$ cat src/rtl/mp_add_seq.sv
// Multi-precision add/subtract: one 64-bit carry-lookahead adder is reused
// across LIMBS limbs, least-significant limb first, one limb per cycle.

module mp_cla64 (
    input  logic [63:0] a_i,
    input  logic [63:0] b_i,
    input  logic        c_i,
    output logic [63:0] sum_o,
    output logic        c_o
);
    logic [63:0] g;
    logic [63:0] p;
    logic [63:0] c;
    logic [15:0] gg;
    logic [15:0] gp;
    logic [15:0] gc;
    logic [3:0]  sg;
    logic [3:0]  sp;
    logic [4:0]  sc;

    always_comb begin
        g = a_i & b_i;
        p = a_i ^ b_i;
        // 4-bit group generate/propagate, then 16-bit super-groups
        for (int i = 0; i < 16; i++) begin
            gg[i] = g[4*i+3] | (p[4*i+3] & g[4*i+2]) | (p[4*i+3] & p[4*i+2] & g[4*i+1])
                  | (&p[4*i+1 +: 3] & g[4*i]);
            gp[i] = &p[4*i +: 4];
        end
        for (int s = 0; s < 4; s++) begin
            sg[s] = gg[4*s+3] | (gp[4*s+3] & gg[4*s+2]) | (gp[4*s+3] & gp[4*s+2] & gg[4*s+1])
                  | (&gp[4*s+1 +: 3] & gg[4*s]);
            sp[s] = &gp[4*s +: 4];
        end
        sc[0] = c_i;
        for (int s = 0; s < 4; s++) begin
            sc[s+1] = sg[s] | (sp[s] & sc[s]);
        end
        for (int s = 0; s < 4; s++) begin
            gc[4*s] = sc[s];
            for (int j = 1; j < 4; j++) begin
                gc[4*s+j] = gg[4*s+j-1] | (gp[4*s+j-1] & gc[4*s+j-1]);
            end
        end
        for (int i = 0; i < 16; i++) begin
            c[4*i] = gc[i];
            for (int k = 1; k < 4; k++) begin
                c[4*i+k] = g[4*i+k-1] | (p[4*i+k-1] & c[4*i+k-1]);
            end
        end
        sum_o = p ^ c;
        c_o   = sc[4];
    end
endmodule

module mp_add_seq #(
    parameter int LIMBS = 4
) (
    input  logic                  clk_i,
    input  logic                  rst_ni,
    input  logic                  req_valid_i,
    output logic                  req_ready_o,
    input  logic                  op_sub_i,
    input  logic [64*LIMBS-1:0]   term1_i,
    input  logic [64*LIMBS-1:0]   term2_i,
    output logic                  resp_valid_o,
    input  logic                  resp_ready_i,
    output logic [64*LIMBS-1:0]   result_o,
    output logic                  carry_o,
    output logic                  ovf_o,
    output logic                  zero_o,
    output logic                  busy_o,
    output logic [1:0]            dbg_state_o
);
    localparam int IDXW = (LIMBS > 1) ? $clog2(LIMBS) : 1;

    // Request accepted on req_valid_i && req_ready_o at a rising edge; the
    // response is consumed on resp_valid_o && resp_ready_i at a rising edge.
    typedef enum logic [1:0] {
        ST_IDLE = 2'd0,
        ST_RUN  = 2'd1,
        ST_DONE = 2'd2
    } state_e;

    state_e                  state_q, state_d;
    logic [IDXW-1:0]         idx_q, idx_d;
    logic                    carry_q, carry_d;
    logic                    sub_q, sub_d;
    logic [LIMBS-1:0][63:0]  a_q, a_d;
    logic [LIMBS-1:0][63:0]  b_q, b_d;
    logic [LIMBS-1:0][63:0]  res_q, res_d;

    logic [63:0]             cla_a;
    logic [63:0]             cla_b;
    logic [63:0]             cla_sum;
    logic                    cla_co;

    mp_cla64 u_cla (
        .a_i   (cla_a),
        .b_i   (cla_b),
        .c_i   (carry_q),
        .sum_o (cla_sum),
        .c_o   (cla_co)
    );

    // Subtraction is A + ~B + 1; the +1 enters as the initial carry.
    assign cla_a = a_q[idx_q];
    assign cla_b = b_q[idx_q] ^ {64{sub_q}};

    always_comb begin
        state_d = state_q;
        idx_d   = idx_q;
        carry_d = carry_q;
        sub_d   = sub_q;
        a_d     = a_q;
        b_d     = b_q;
        res_d   = res_q;
        unique case (state_q)
            ST_IDLE: begin
                if (req_valid_i) begin
                    a_d     = term1_i;
                    b_d     = term2_i;
                    sub_d   = op_sub_i;
                    carry_d = op_sub_i;
                    idx_d   = '0;
                    state_d = ST_RUN;
                end
            end
            ST_RUN: begin
                res_d[idx_q] = cla_sum;
                carry_d      = cla_co;
                if (idx_q == IDXW'(LIMBS - 1)) begin
                    idx_d   = '0;
                    state_d = ST_DONE;
                end else begin
                    idx_d = idx_q + 1'b1;
                end
            end
            ST_DONE: begin
                if (resp_ready_i) begin
                    state_d = ST_IDLE;
                end
            end
            default: state_d = ST_IDLE;
        endcase
    end

    always_ff @(posedge clk_i) begin
        if (!rst_ni) begin
            state_q <= ST_IDLE;
            idx_q   <= '0;
            carry_q <= 1'b0;
            sub_q   <= 1'b0;
            a_q     <= '0;
            b_q     <= '0;
            res_q   <= '0;
        end else begin
            state_q <= state_d;
            idx_q   <= idx_d;
            carry_q <= carry_d;
            sub_q   <= sub_d;
            a_q     <= a_d;
            b_q     <= b_d;
            res_q   <= res_d;
        end
    end

    logic a_msb;
    logic beff_msb;
    logic res_msb;

    assign a_msb    = a_q[LIMBS-1][63];
    assign beff_msb = b_q[LIMBS-1][63] ^ sub_q;
    assign res_msb  = res_q[LIMBS-1][63];

    assign req_ready_o  = (state_q == ST_IDLE);
    assign resp_valid_o = (state_q == ST_DONE);
    assign busy_o       = (state_q != ST_IDLE);
    assign result_o     = res_q;
    assign carry_o      = carry_q;
    // Flags are only meaningful alongside a valid response.
    assign ovf_o        = resp_valid_o && (a_msb == beff_msb) && (res_msb != a_msb);
    assign zero_o       = resp_valid_o && (res_q == '0);
    assign dbg_state_o  = state_q;
endmodule

$ cat config.mk
export PLATFORM = sky130hd
export DESIGN_NAME = mp_add_seq
export DESIGN_NICKNAME = d
export VERILOG_FILES = /design/src/rtl/mp_add_seq.sv
export SDC_FILE = /design/constraint.sdc
export NUM_CORES = 2
export LEC_CHECK = 0
export ABC_CLOCK_PERIOD_IN_PS = 6500
export CORE_AREA = 4 4 304 306
export CTS_CLUSTER_DIAMETER = 100
export CTS_CLUSTER_SIZE = 12
export DETAILED_ROUTE_END_ITERATION = 8
export DIE_AREA = 0 0 308 310
export MAX_ROUTING_LAYER = met4
export RECOVER_POWER = 25
export SKIP_CTS_REPAIR_TIMING = 1
export SKIP_LAST_GASP = 1
export SLEW_MARGIN = 25
export SYNTH_ARGS = -nofsm -noshare
export SYNTH_HDL_FRONTEND = slang
export SYNTH_SLANG_ARGS = --single-unit
$ cat constraint.sdc
create_clock -name clk_i -period 6.5 [get_ports clk_i]
set_input_delay 1.3 -clock clk_i [delete_from_list [all_inputs] [get_ports clk_i]]
set_output_delay 1.3 -clock clk_i [all_outputs]
set_load 0.01 [all_outputs]
## Word level (Yosys, flattened, before mapping)

Index checks and enable logic that the tools add are counted.

| operators by class | value |
|---|---|
| add/subtract/negate cells | 1 |
| magnitude comparators | 2 |
| equal/unequal tests | 8 |
| multiplexer cells | 16 |
| bitwise logic cells | 273 |
| reductions and logical operators | 51 |

Operator list:

| operator | count |
|---|---|
| 64-bit binary-select mux with 2-bit select | 2 |
| 256-bit bitwise mux | 1 |
| 256-bit zero test | 1 |
| 64-bit 2-to-1 mux | 3 |
| 64-bit XOR | 3 |
| 1-bit bitwise AND | 144 |
| 64-bit demux with 2-bit select | 1 |
| 1-bit OR | 124 |
| 64-bit bitwise AND | 1 |
| 16-bit AND reduction | 4 |
| 4-bit AND reduction | 16 |
| 3-bit AND reduction | 17 |
| 12-bit AND reduction | 4 |
| 2-bit 2-to-1 mux | 5 |
| 2-bit one-hot mux with 3 select lines | 1 |
| 2-bit equality test, second input constant | 2 |
| 1-bit logical AND | 4 |
| 2-bit != test, second input constant | 2 |
| 2-bit one-hot mux with 2 select lines | 1 |
| 2-bit AND reduction | 2 |
| 2-bit nonzero test | 2 |
| 2-bit by 3-bit less-than comparator with 1-bit output, second input constant | 1 |
| 2-bit by 1-bit adder with 2-bit output, second input constant | 1 |
| 2-bit by 1-bit equality test with 1-bit output, second input constant | 1 |
| other kinds (8) | 8 |

| word-level totals | value |
|---|---|
| register bits | 774 |
| input port bits | 517 |
| output and inout port bits | 264 |
| logic and storage cells | 367 |

## Depth between registers and ports, before layout

| depth | value |
|---|---|
| depth after elaboration | 31 |
| depth in mapped cells | 21 |
| depth with buffers taken out | 18 |

## By module

Synthesis repeated with hierarchy kept, for this count alone.

| second synthesis, totals | value |
|---|---|
| cell total of the unflattened synthesis | 3986 |
| area, all modules | 33762.4 um^2 |

By module, submodules not included:

| module | instances | cells each | area an instance (um^2) | sequential area each (um^2) |
|---|---|---|---|---|
| mp_add_seq | 1 | 3694 | 30942.2 | 15494.9 |
| mp_cla64 | 1 | 292 | 2820.2 | 0.0 |

## Least setup slack after synthesis

No wires, ideal clock.

| path | value |
|---|---|
| kind | reg-to-reg |
| start | register idx_q[1] |
| end | register res_q (netlist bit result_o[255]) |
| library setup time | 0.076 ns |
| arrival | 5.124 ns |
| data required time | 6.424 ns |
| slack | 1.301 ns |
| cell stages (with the launch flop) | 21 |
| path buffers | 3 |
| clock period less this slack | 5.199 ns |
| cell sequence | dfxtp_1 > clkbuf_1 > buf_2 > buf_2 > mux4_2 > xor2_1 > ha_1 > nand4_2 > nor4_2 > a221oi_1 > o211ai_2 > o21ai_2 > a21o_1 > and2_2 > o21a_1 > fa_1 > fa_1 > fa_1 > xnor2_1 > nand2_1 > a21boi_0 |

| between the ends | value |
|---|---|
| cells in the longest elaborated chain, start to end | 31 |
| elaborated cells between the ends (all ways) | 188 |
| classes of those cells | 2 x order compare; 7 x mux; 148 x bitwise; 31 x reduce/logical |

Ends and longest elaborated chain:

| item | line | source |
|---|---|---|
| from (decl) | 86 | `logic [IDXW-1:0] idx_q, idx_d;` |
| from (signal assigned) | 159 | `idx_q <= idx_d;` |
| 64-bit binary-select mux with 2-bit select | 108 | `assign cla_b = b_q[idx_q] ^ {64{sub_q}};` |
| 64-bit 2-to-1 mux (not written as such) | 108 |  |
| 64-bit XOR | 108 |  |
| 64-bit XOR or 64-bit bitwise AND (tied branches) | 23, 22 |  |
| 1-bit bitwise AND | 26 | `gg[i] = g[4*i+3] \| (p[4*i+3] & g[4*i+2]) \| (p[4*i+3] & p[4*i+2] & g[4*i+1])` |
| 1-bit OR or 1-bit bitwise AND (tied branches) | 26 |  |
| 1-bit OR | 26 |  |
| 1-bit OR | 27 | `\| (&p[4*i+1 +: 3] & g[4*i]);` |
| [... 15 more ...] | - |  |
| 1-bit bitwise AND | 48 | `c[4*i+k] = g[4*i+k-1] \| (p[4*i+k-1] & c[4*i+k-1]);` |
| 1-bit OR | 48 |  |
| 1-bit bitwise AND | 48 |  |
| 1-bit OR | 48 |  |
| 1-bit bitwise AND | 48 |  |
| 1-bit OR | 48 |  |
| 64-bit XOR | 51 | `sum_o = p ^ c;` |
| 256-bit bitwise mux * | 130 | `res_d[idx_q] = cla_sum;` |
| to (signal assigned) | 164 | `res_q <= res_d;` |
| to (decl) | 91 | `logic [LIMBS-1:0][63:0] res_q, res_d;` |

Every way passes the cells marked *; elsewhere a longest branch is shown, timed or not. The select of a mux whose other input is x is not followed.
A chain may end at the register's enable or synchronous reset.

## Worst setup path in the final report

| path | value |
|---|---|
| start | register idx_q[1] |
| end | register res_q (netlist bit result_o[239]) |

| between the ends | value |
|---|---|
| cells in the longest elaborated chain, start to end | 29 |
| elaborated cells between the ends (all ways) | 143 |
| classes of those cells | 2 x order compare; 7 x mux; 111 x bitwise; 23 x reduce/logical |

Ends and longest elaborated chain:

| item | line |
|---|---|
| 64-bit binary-select mux with 2-bit select | 108 |
| 64-bit 2-to-1 mux (not written as such) | 108 |
| 64-bit XOR | 108 |
| 64-bit XOR or 64-bit bitwise AND (tied branches) | 23, 22 |
| 1-bit bitwise AND | 26 |
| 1-bit OR or 1-bit bitwise AND (tied branches) | 26 |
| 1-bit OR | 26 |
| 1-bit OR | 27 |
| [... 13 more ...] | - |
| 1-bit bitwise AND | 48 |
| 1-bit OR | 48 |
| 1-bit bitwise AND | 48 |
| 1-bit OR | 48 |
| 1-bit bitwise AND | 48 |
| 1-bit OR | 48 |
| 64-bit XOR | 51 |
| 256-bit bitwise mux * | 130 |

Marked as above.

==> impl_metrics.toml <==
[placement]
hpwl_um = 109000
post_dp_cell_area_um2 = 43900
io_buffers = 780
place_congestion = 0.887
dp_cells = 5583

[power]
power_density_nw_per_um2 = 244
irDropWorstVdd_mv = 0.182
p_int_w = 0.00799
seq_power_share_pct = 46.1
static-leakage-power_nw = 19.1
p_switching_w = 0.00321
combPwrFrac_pct = 18.4
p_clk_share_pct = 35.5
swShare_pct = 28.7

[routing]
vias = 30200
via_per_inst = 5.30
drtAntennaViolNets = 0
drc = 0
wire_per_inst_um = 24.7
firstDrtPassIters = 6
wl_um = 141000
drtIter0Drc = 2486

[clock_tree]
clk_pin_slew_ns = 0.07
h-tree-depth = 3
clkLatencyLatePin_ns = 0.64
cts_tree = "done"
cts_made_buffers = 74
cts_num_sinks = 774
cts_root_buf = "clkbuf_16"
ctsLongestPathBuffers = 3

[synth]
yosys.area.top_type = "dfxtp_1"
ys_warn_count = 0
ys_ff_latch = 774
yosysSeqAreaShare_pct = 44.0
synth-async-reset-ratio_pct = 0
synth.distinct_cells = 43
netlist_instances = 3873
synth_top_cells_by_count = "nand2_1 (1406), dfxtp_1 (774), a21boi_0 (613)"
synth_edf_count = 0
synthesis.area_um2 = 35200
synth.most_common_cell = "nand2_1"
synth_top_area_share_pct = 44.0
syn_nets = 4506
synth.area.top_cells = "dfxtp_1 (44%), nand2_1 (15%), a21boi_0 (13%), mux4_2 (8.2%), o211a_1 (4.4%)"
ys.flop_type = "dfxtp_1"
syn_avg_cell_area_um2 = 9.10

[floorplanning]
dieArea_um2 = 95500
start_util_pct = 39.3
core_region_area_um2 = 89600
die_h_um = 310
num_rows = 110
die_x_um = 308
ios = 781

[worst_setup_path]
worstPathArrival_ns = 6.61
required_ns = 7.04
r2r_slack_ns = 0.42
rr_endpoint = "result_o[239]$_SDFFE_PN0P_"
rr_startpoint = "idx_q[1]$_SDFFE_PN0P_"
cp_max_fo = 31
reg2reg_depth = 18
cp-start-kind = "register"
cp-end-kind = "register"
crit_type = "register to register"

[outcome]
outcome = "complete, but fails checks"
violations = "capacitance limit, slew limit"

[worst_hold_path]
whs_endpoint = "a_q[156]$_SDFFE_PN0P_"
min_path_type = "register to register"
min_path_cells = 2
hold_path.startpoint = "a_q[156]$_SDFFE_PN0P_"

[global_route]
antenna_found_initial = 31
grt_max_degree = 186
grt_pass1_vias = 29400
grt_pass1_wl_um = 200000
grtUsageTotal_pct = 29.3
grt_overflow = 0

[timing]
finalCriticalPeriod_ns = 6.08
slew_headroom_pct = -252
drv_slew = 125
setup_viol = 0
finClkSkew_ns = 0.0257
tightest_slew_ns = 5.28
timing.final.crit_share_pct = 93.5
hold-worst-slack_ns = 0.461
rsz0062_at_grt = "false"
timing.final.hold_violations = 0
fin_tns_setup_ns = 0
fmax_mhz = 165

[finish]
instances_no_fill = 5697
drive_above_1_share_pct = 6.26
nets = 5117
fin_area_um2 = 45900
synthToLayoutAreaGrowth_pct = 30.4
final_util_pct = 51.3

[run]
maxCapViolCount = 1
[worst max-delay path, stage by stage, from the launching register on]
cell and delay [ns]:
dfxtp_4 0.79, buf_4 0.41, mux4_2 0.56, xor2_1 0.16
ha_1 0.36, and4_1 0.26, nor2b_1 0.20, nand3_1 0.12
a21boi_2 0.32, nor2_1 0.15, o21bai_1 0.20, a21o_1 0.17
a21oi_1 0.11, fa_1 0.46, fa_1 0.46, fa_1 0.44
xnor2_1 0.43, nand2_1 0.12, a21boi_0 0.20
[cell families after synthesis]
family	count (synthesis)	synth area share (%)
adders and majority gates	116	5.14
buffers and inverters	387	4.41
and+or+nand+nor	1545	17.5
DFF	774	44.0
AOI/OAI and AO/OA	841	18.8
muxes	129	8.21
xor gates and xnor gates	81	2.01
[power by group through the flow]
stage	clock network [W]	logic [W]	registers, W
final	0.00397	0.00206	0.00517
after global routing	0.00420	0.00221	0.00519
after CTS	0.00404	0.00207	0.00517
after detailed placement	0	0.00207	0.00527
after global placement	0	0.00205	0.00527
after floorplan	0	0.00100	0.00522
[per-layer routing]
layer	global-route usage (%)	vias to the layer above	wire, µm
met5	-	-	0
met4	8.98	0	3640
met3	5.89	168	9240
met2	48.4	996	68400
met1	36.3	14700	59400
li1	-	14300	-
[state kept, by name (all words and copies together), names as in the netlist]
signal and cells:
a_msb 1, idx_q 2, result_o 256, carry_o 1, dbg_state_o 2, b_q 256, a_q 255, sub_q 1
[worst max-delay path by stage]
stage / startpoint / endpoint / slack [ns] / cells past startpoint
after global routing: idx_q[1]$_SDFFE_PN0P_ / result_o[239]$_SDFFE_PN0P_ / 0.11 / 18
final: idx_q[1]$_SDFFE_PN0P_ / result_o[239]$_SDFFE_PN0P_ / 0.42 / 18
after CTS: idx_q[1]$_SDFFE_PN0P_ / result_o[239]$_SDFFE_PN0P_ / 0.33 / 18
after floorplan: idx_q[1]$_SDFFE_PN0P_ / result_o[255]$_SDFFE_PN0P_ / 1.30 / 20
after detailed placement: idx_q[1]$_SDFFE_PN0P_ / result_o[191]$_SDFFE_PN0P_ / 0.44 / 18
after global placement: idx_q[1]$_SDFFE_PN0P_ / result_o[63]$_SDFFE_PN0P_ / 0.53 / 18
[layout make-up]
cell class                      count  area, µm²
Clock buffer                       79       1930
Sequential cell                   774      15500
Multi-Input combinational cell   2712      18200
Antenna cell                       29       72.6
Inverter                           93        349
Tap cell                         1176       1470
Clock inverter                      5       72.6
Fill cell                        8561      43700
Timing Repair Buffer              829       8320
[placed cells by master (no fill, tap or decap), types with 29 or more instances in the layout]
cell	synthesis	final
dlygate4sd3_1	0	196
mux4_2	128	128
clkdlybuf4s50_1	0	583
buf_4	0	36
fa_1	48	48
nor4_1	68	67
a21oi_1	31	31
diode_2	0	29
dfxtp_1	774	771
ha_1	68	68
a21boi_0	613	613
nand2_1	1406	1405
inv_1	93	93
clkbuf_16	0	77
o211a_1	156	156
xor2_1	65	65
[through the flow]
step                      total power [W]  worst slack [ns]
final                              0.0112             0.423
after global routing               0.0116             0.110
after CTS                          0.0113             0.332
after detailed placement          0.00734             0.439
after global placement            0.00732             0.533
after floorplan                   0.00621              1.30
Power figures use the tool's default switching activity.
